===== src/rtl/mandel_iter_core.sv =====
// mandel_iter_core -- escape-time iterator for one point per transaction.
//
// Iterates z <- z^2 + c in signed fixed point Q(WIDTH-FRAC).FRAC. One signed
// multiplier is shared across three phases, so each iteration takes 3 cycles:
//   C1: zr*zi   C2: zr*zr   C3: zi*zi, escape test, z update, count
// Mandelbrot mode starts from z0 = 0 with c = point. Julia mode starts from
// z0 = point with c = julia constant.
//
// Ports:
//   clk, reset            clock; synchronous active-low reset
//   in_val / in_rdy       point handshake (in_rdy is a registered decode of IDLE)
//   in_pr, in_pi          point (c in Mandelbrot mode, z0 in Julia mode)
//   in_julia              mode select, sampled at accept
//   julia_cr, julia_ci    Julia constant, sampled at accept
//   max_iter              iteration limit, sampled at accept
//   in_tag                opaque tag returned with the result
//   out_val / out_rdy     result handshake
//   out_iter              completed iterations
//   out_escaped           1 = escaped, 0 = limit reached
//   out_tag               tag of the point
//   out_mag_sq            |z|^2 from the final C3 phase (only with
//                         MANDEL_ITER_MAG_OUT_EN defined)
//
// Handshake: a transfer happens on a rising clk edge where valid and ready are
// both 1. in_rdy depends only on registered state. out_val stays high and all
// result outputs stay frozen until out_rdy is seen with out_val; after that
// edge the core returns to IDLE and in_rdy rises one cycle later.
//
// Optional build macro: MANDEL_ITER_MAG_OUT_EN adds the out_mag_sq output.

module mandel_iter_core #(
    parameter int WIDTH  = 27,
    parameter int FRAC   = 23,
    parameter int ITER_W = 10,
    parameter int TAG_W  = 16
) (
    input  logic              clk,
    input  logic              reset,
    input  logic              in_val,
    output logic              in_rdy,
    input  logic [WIDTH-1:0]  in_pr,
    input  logic [WIDTH-1:0]  in_pi,
    input  logic              in_julia,
    input  logic [WIDTH-1:0]  julia_cr,
    input  logic [WIDTH-1:0]  julia_ci,
    input  logic [ITER_W-1:0] max_iter,
    input  logic [TAG_W-1:0]  in_tag,
    output logic              out_val,
    input  logic              out_rdy,
    output logic [ITER_W-1:0] out_iter,
    output logic              out_escaped,
`ifdef MANDEL_ITER_MAG_OUT_EN
    output logic [WIDTH:0]    out_mag_sq,
`endif
    output logic [TAG_W-1:0]  out_tag
);

    typedef enum logic [1:0] {ST_IDLE, ST_CALC, ST_DONE} state_t;
    typedef enum logic [1:0] {PH_C1, PH_C2, PH_C3} phase_t;

    // 2.0 and 4.0 at WIDTH+1 bits so magnitudes and |z| never overflow.
    localparam logic signed [WIDTH:0] TWO_X  = (WIDTH+1)'(2) << FRAC;
    localparam logic signed [WIDTH:0] FOUR_X = (WIDTH+1)'(4) << FRAC;

    state_t state_q, state_d;
    phase_t phase_q, phase_d;

    logic signed [WIDTH-1:0] zr_q, zi_q, cr_q, ci_q, zrzi_q, zr2_q;
    logic [ITER_W-1:0]       count_q, max_q;
    logic [TAG_W-1:0]        tag_q;
    logic                    escaped_q;
    logic                    out_val_q;
    logic                    in_rdy_q;

    logic accept, out_hs, done_set;

    assign accept = in_val && in_rdy_q;
    assign out_hs = out_val_q && out_rdy;

    // ------------------------------------------------------------------
    // Shared multiplier
    // ------------------------------------------------------------------
    logic signed [WIDTH-1:0]   mul_a, mul_b, mul_r;
    logic signed [2*WIDTH-1:0] mul_p;
    logic                      unused_mul_bits;

    always_comb begin
        mul_a = zi_q;
        mul_b = zi_q;
        case (phase_q)
            PH_C1: begin mul_a = zr_q; mul_b = zi_q; end
            PH_C2: begin mul_a = zr_q; mul_b = zr_q; end
            default: ;
        endcase
    end

    assign mul_p = (2*WIDTH)'(mul_a) * (2*WIDTH)'(mul_b);
    // Keep the sign and drop FRAC low bits: floor toward minus infinity.
    // The |z| <= 2 screening keeps every product that matters within range.
    assign mul_r = {mul_p[2*WIDTH-1], mul_p[WIDTH+FRAC-2:FRAC]};
    assign unused_mul_bits = ^{mul_p[2*WIDTH-2:WIDTH+FRAC-1], mul_p[FRAC-1:0]};

    // ------------------------------------------------------------------
    // C3 arithmetic: escape test and next z
    // ------------------------------------------------------------------
    logic signed [WIDTH:0]   zr_x, zi_x, zr_abs, zi_abs, mag;
    logic signed [WIDTH-1:0] zr_next, zi_next;
    logic [ITER_W-1:0]       cnt_inc;
    logic                    escape, limit_hit;

    assign zr_x    = {zr_q[WIDTH-1], zr_q};
    assign zi_x    = {zi_q[WIDTH-1], zi_q};
    assign zr_abs  = zr_x[WIDTH] ? -zr_x : zr_x;
    assign zi_abs  = zi_x[WIDTH] ? -zi_x : zi_x;
    assign mag     = {zr2_q[WIDTH-1], zr2_q} + {mul_r[WIDTH-1], mul_r};
    assign escape  = (zr_abs > TWO_X) || (zi_abs > TWO_X) || (mag > FOUR_X);
    assign zr_next = zr2_q - mul_r + cr_q;
    assign zi_next = (zrzi_q <<< 1) + ci_q;
    // count_q < max_q whenever C3 runs, so the increment never wraps.
    assign cnt_inc   = count_q + ITER_W'(1);
    assign limit_hit = (cnt_inc == max_q);

    // ------------------------------------------------------------------
    // FSM
    // ------------------------------------------------------------------
    always_ff @(posedge clk) begin
        if (!reset) begin
            state_q <= ST_IDLE;
            phase_q <= PH_C1;
        end else begin
            state_q <= state_d;
            phase_q <= phase_d;
        end
    end

    always_comb begin
        state_d  = state_q;
        phase_d  = phase_q;
        done_set = 1'b0;
        case (state_q)
            ST_IDLE: begin
                if (accept) begin
                    if (max_iter == '0) begin
                        state_d = ST_DONE;
                    end else begin
                        state_d = ST_CALC;
                        phase_d = PH_C1;
                    end
                end
            end
            ST_CALC: begin
                case (phase_q)
                    PH_C1: phase_d = PH_C2;
                    PH_C2: phase_d = PH_C3;
                    default: begin
                        phase_d = PH_C1;
                        if (escape || limit_hit) begin
                            state_d  = ST_DONE;
                            done_set = 1'b1;
                        end
                    end
                endcase
            end
            ST_DONE: begin
                if (out_hs) state_d = ST_IDLE;
            end
            default: state_d = ST_IDLE;
        endcase
    end

    // ------------------------------------------------------------------
    // Handshake flags and datapath registers
    // ------------------------------------------------------------------
`ifdef MANDEL_ITER_MAG_OUT_EN
    logic [WIDTH:0] mag_q;
`endif

    always_ff @(posedge clk) begin
        if (!reset) begin
            in_rdy_q  <= 1'b0;
            out_val_q <= 1'b0;
            zr_q      <= '0;
            zi_q      <= '0;
            cr_q      <= '0;
            ci_q      <= '0;
            zrzi_q    <= '0;
            zr2_q     <= '0;
            count_q   <= '0;
            max_q     <= '0;
            tag_q     <= '0;
            escaped_q <= 1'b0;
`ifdef MANDEL_ITER_MAG_OUT_EN
            mag_q     <= '0;
`endif
        end else begin
            in_rdy_q <= (state_d == ST_IDLE);

            // The max_iter==0 path enters DONE with out_val low, so its
            // result appears one cycle after DONE is entered.
            if (out_hs) begin
                out_val_q <= 1'b0;
            end else if (done_set || (state_q == ST_DONE)) begin
                out_val_q <= 1'b1;
            end

            if (accept) begin
                zr_q      <= in_julia ? $signed(in_pr) : '0;
                zi_q      <= in_julia ? $signed(in_pi) : '0;
                cr_q      <= in_julia ? $signed(julia_cr) : $signed(in_pr);
                ci_q      <= in_julia ? $signed(julia_ci) : $signed(in_pi);
                max_q     <= max_iter;
                tag_q     <= in_tag;
                count_q   <= '0;
                escaped_q <= 1'b0;
`ifdef MANDEL_ITER_MAG_OUT_EN
                mag_q     <= '0;
`endif
            end else if (state_q == ST_CALC) begin
                case (phase_q)
                    PH_C1: zrzi_q <= mul_r;
                    PH_C2: zr2_q  <= mul_r;
                    default: begin
`ifdef MANDEL_ITER_MAG_OUT_EN
                        mag_q <= mag;
`endif
                        if (escape) begin
                            escaped_q <= 1'b1;
                        end else begin
                            zr_q    <= zr_next;
                            zi_q    <= zi_next;
                            count_q <= cnt_inc;
                        end
                    end
                endcase
            end
        end
    end

    assign in_rdy      = in_rdy_q;
    assign out_val     = out_val_q;
    assign out_iter    = count_q;
    assign out_escaped = escaped_q;
    assign out_tag     = tag_q;
`ifdef MANDEL_ITER_MAG_OUT_EN
    assign out_mag_sq  = mag_q;
`endif

endmodule


===== config.mk =====
export PLATFORM = sky130hd
export DESIGN_NAME = mandel_iter_core
export DESIGN_NICKNAME = d
export VERILOG_FILES = /design/src/rtl/mandel_iter_core.sv
export SDC_FILE = /design/constraint.sdc
export NUM_CORES = 2
export LEC_CHECK = 0
export BUFFER_PORTS_ARGS = -buffer_cell sky130_fd_sc_hd__buf_4
export CAP_MARGIN = 20
export CORE_ASPECT_RATIO = 0.9
export CORE_UTILIZATION = 35
export DETAILED_ROUTE_END_ITERATION = 6
export HOLD_SLACK_MARGIN = 0.12
export SYNTH_ARGS = -nofsm -noshare
export SYNTH_HDL_FRONTEND = slang
export SYNTH_SLANG_ARGS = --single-unit

===== constraint.sdc =====
create_clock -name clk -period 26.8 [get_ports clk]
set_input_delay 4.02 -clock clk [delete_from_list [all_inputs] [get_ports clk]]
set_output_delay 4.02 -clock clk [all_outputs]
set_load 0.01 [all_outputs]

After elaboration in Yosys (flattened, before gate mapping)
Index checks and enable logic that the tools add are counted.

word-level totals
  register bits after elaboration = 204
  bits of input ports = 139
  output and inout port bits = 29
  word-level logic and storage cells = 87

operators by class
  add/subtract/negate cells = 7
  multipliers = 1
  $lt $le $gt $ge = 3
  equal/unequal tests = 8
  mux-type cells = 29
  bitwise gates (word level) = 4
  reductions and logical operators = 21

operator list
  cell                   number
  $mux 27                14
  $gt 28x26->1 const B   2
  $mux 28                2
  $neg 27->28            2
  $add 27x27->27         2
  $mul 27x27->54         1
  $add 27x27->28         1
  $gt 28x27->1 const B   1
  $sub 27x27->27         1
  $reduce_and 3->1       6
  $mux 2                 7
  $add 10x1->10 const B  1
  $eq 10x10->1           1
  $logic_not 10->1       1
  $pmux 2 s2             2
  $logic_not 2->1        3
  $ne 2x2->1 const B     3
  $pmux 2 s3             1
  $reduce_or 2->1        3
  $eq 2x1->1 const B     2
  $logic_or 1x1->1       4
  $not 1->1              4
  $reduce_bool 2->1      2
  $mux 1                 3
  3 further kinds        4

Depth between registers and ports, before layout
  depth after elaboration = 12
  depth in mapped cells = 47
  mapped depth without buffers = 42

Worst setup path before layout
No wires, ideal clock.

  path kind = reg-to-reg
  start point = register phase_q[1]
  end point = register zi_q[17]
  setup time = 0.091 ns
  arrival = 11.043 ns
  data required time = 26.709 ns
  slack = 15.667 ns
  stages on the path, launching flop included = 43
  buffers on the path = 6
  clock period less this slack = 11.133 ns
  cells stage by stage = dfxtp_1 clkbuf_1 nor2b_1 clkbuf_1 buf_1 mux2i_1 clkbuf_1 nor2_1 fa_1 inv_1 fa_1 fa_1 fa_1 inv_1 fa_1 fa_1 inv_1 fa_1 [7 not listed] o21ai_0 o41ai_1 xor2_1 inv_1 ha_1 clkbuf_1 nand4_1 o211ai_1 a21oi_1 o21ai_0 o2111a_1 o21ai_0 a2111oi_0 nor4_2 o21ai_1 clkbuf_1 nand2_1 a311oi_1

between the ends
  cells in the longest elaborated chain, start to end = 9

RTL lines
  element                                               line  source
  start, declared                                       66    phase_t phase_q, phase_d;
  start signal, assigned                                132   phase_q <= phase_d;
  $eq 2x1->1 / $logic_not 2->1 (equally long branches)  90    case (phase_q)
  $reduce_or 2->1 (no source line)                      -
  $mux 27                                               90
  $mul 27x27->54 *                                      97    assign mul_p = (2*WIDTH)'(mul_a) * (2*WIDTH)'(mul_b);
  net mul_p[39]                                         84    logic signed [2*WIDTH-1:0] mul_p;
  $add 27x27->28 *                                      115   assign mag = {zr2_q[WIDTH-1], zr2_q} + {mul_r[WIDTH-1], mul_r};
  $gt 28x27->1 *                                        116   assign escape = (zr_abs > TWO_X) || (zi_abs > TWO_X) || (mag > FOUR_X);
  $logic_or 1x1->1 *                                    116
  $ne 2x2->1 (no source line) *                         -
  $reduce_and 3->1 (no source line) *                   -
  end signal, assigned                                  208   zi_q <= in_julia ? $signed(in_pi) : '0;
  end signal, assigned                                  230   zi_q <= zi_next;
  end, declared                                         68    logic signed [WIDTH-1:0] zr_q, zi_q, cr_q, ci_q, zrzi_q, zr2_q;

The timed path passes the listed nets; every way through them passes the cells marked *.
A chain may end at the register's enable or synchronous reset.

Worst setup path after layout
  start point = register phase_q[1]
  end point = register zi_q[25]

The elaborated chain is that of the path after synthesis.

==> metrics.csv <==
metric;value;unit
syn_nets;5772;
worst_path_most_repeated_cell;fa_1;
cts_resized;0;
grt_pass1_vias;33762;
syn2layout_area_growth;9.23;%
start_util;35.5;%
holdBufCountCts;0;
yosys.area.top_type;fa_1;
multi_input_area;31600;um2
synth_top_family_by_area;adder cells;
clk_pin_slew_worst_paths;0.07;ns
clk_path_buf_depth;3;
holdWs;0.456;ns
std_cell_rows;116;
via_per_inst;5.43;
slew_headroom;16.1;%
dr_total_vias;33290;
tns;0;ns
dpl_worst_slack;12.96;ns
syn_area_per_cell;8.59;um2
antenna_found_initial;1;
track_usage;24.2;%
nets;5810;
synthMuxAreaShare;4.14;%
r2r_end;zi_q[25];
numCtsBuffers;21;
dpl.hpwl;110000;um
synth.area.top_cells;fa_1 40%, dfxtp_1 10%, inv_1 8.0%;
endpoint;zi_q[25];
synthCells;4610;
cp.required;27.21;ns
gp_congestion;0.989;
cp-startpoint;phase_q[1];
first_pass_iters;6;
grt_max_degree;106;
hold_viol_final;0;
ys_warn_count;0;
clock_latency;0.54;ns
drtIter0Drc;3441;
portBuffers;167;
async_flop_share;0;%
fin_skew;0.0348;ns
ys_ff_latch;204;
ant_nets;0;
power_density;49.0;nW/um2
synthFlopType;dfxtp_1;
grt_pass1_wl;210000;um
finalSetupViolCount;0;
fin_ws;12.61;ns
die_w;356;um
grt_overflow;0;
slowest_delay;0.93;ns
min_path_type;reg2reg;
synth_compound_area_share;10.9;%
drt_wl_total;138000;um
cts_setup_buffers;0;
synth_edf_count;0;
wl_per_cell;22.4;um
layout_common_cells;846 x inv_1, 788 x fa_1, 566 x nor2_1;
final_common_cell;inv_1;
worstSetupPathType;reg2reg;
ir_worst_vdd;0.0478;mV
synth.distinct_cells;83;
hold_path_startpoint;out_tag[0];
synthXorXnorAreaFrac;2.50;%
rsz0062_at_grt;false;
period_minus_slack;14.19;ns
cts_tree;yes;
cp_data_arrival_time;14.59;ns
diodes;0;
synth_adder_area_share;47.3;%
cts_sinks;204;
r2r_slack;12.61;ns
ios;168;
worst_pin_slew;1.23;ns
core_area;112000;um2
route.detailed.drc;0;
power;2.12;mW
final_core_util;38.7;%
fillers;11382;
p_leak;20.2;nW
path_max_fanout;76;
synth_top_area_share;39.9;%
drive_above_1_share;7.88;%
rr_startpoint;phase_q[1];
startpoint_type;register;
reg2reg_depth;39;
yosysSeqAreaShare;10.3;%
h-tree-depth;1;
syn_area;39600;um2
register_area;4090;um2
dieArea;114000;um2
synthSimpleGateAreaFrac;14.5;%
status;completed;
crit_slowest_cell;a21o_1;
maxCapViolations;0;
fmax;70.5;MHz
drv_slew;0;
cp-end-kind;register;
fp.dieH;321;um
fin_crit_sh;52.9;%
clockRootBuffer;clkbuf_16;
per-stage QoR:
step	std cells	instance area (um2)
2_1_floorplan	4610	39600
3_3_place_gp	6095	42500
3_5_place_dp	6096	42500
4_1_cts	6131	43200
5_1_grt	6135	43200
6_report	6135	43200
power by group:
group | total [mW] | internal, mW | switching, mW
Clock | 0.321 | 0.187 | 0.135
Combinational | 1.44 | 0.518 | 0.918
Sequential | 0.360 | 0.323 | 0.0361
Total | 2.12 | 1.03 | 1.09
cell usage after synthesis (all sizes together), types with 5 or more instances:
cell type,number
o21bai,9
nand2,561
o211a,5
nand4,20
nor2,566
o21ai,88
or3,17
o41ai,7
o21a,28
nand3,52
o31a,6
o22ai,12
nor4,21
nor3,52
xor2,32
buf,37
a2111oi,5
a21oi,212
and2,11
ha,235
or4,9
a31oi,15
nand2b,16
fa,788
or2,8
mux2i,114
clkbuf,192
o2111ai,6
o211ai,14
o31ai,16
a221oi,9
a211oi,93
nor2b,16
mux2,44
dfxtp,204
a21o,60
a311oi,16
a22oi,10
inv,847
xnor2,81
o311ai,6
and3,17
layer usage:
layer  track usage, %  vias to the layer above  share of wire (%)
met5                0                        -              0.010
met4             7.82                        2                3.9
met3             4.56                      308                9.8
met2             37.3                     1491                 44
met1             34.1                    16919                 42
li1                 -                    14570                  -
cells by family (layout without fill, tap and decap cells):
family,Yosys count,after routing
simple gates,1379,1379
buf+inv,1077,1127
fa+ha+maj,1023,1023
compound gates,656,656
flops,204,204
mux,158,158
xor+xnor,113,113
worst min path at each step:
stage                  to  slack [ns]  cells past startpoint
2_1_floorplan   zrzi_q[0]        0.44                      2
3_3_place_gp   out_tag[0]        0.44                      2
3_5_place_dp   out_tag[2]        0.45                      2
4_1_cts        out_tag[2]        0.46                      2
5_1_grt        out_tag[5]        0.49                      2
6_report       out_tag[0]        0.46                      2
flip-flops by register name (all words and copies together) (netlist names):
signal / cells
zr2_q: 27
zr_q: 27
zrzi_q: 26
ci_q: 27
zi_q: 27
out_tag: 16
out_escaped: 1
state_q: 2
out_val: 1
phase_q: 2
out_iter: 10
in_rdy: 1
max_q: 10
cr_q: 27
area by class of cell:
cell class / count / area share (%)
clock buffers: 31 / 1.42
multi-input cells: 3329 / 73.0
repair buffers: 244 / 4.26
inverters: 848 / 7.37
flip-flops and latches: 204 / 9.46
clock inverters: 4 / 0.220
well taps: 1475 / 4.27
critical path, delay by kind of cell, from the launching register on:
| family | cells | cell delay (ns) |
|---|---|---|
| XOR/XNOR | 1 | 0.10 |
| AND/OR/NAND/NOR | 12 | 3.61 |
| adder cells (fa/ha/maj) | 9 | 4.35 |
| AO/OA/AOI/OAI | 10 | 3.96 |
| flip-flops | 1 | 0.50 |
| buffers and inverters | 7 | 1.51 |
Note: power is estimated with default switching activity, not from simulation.
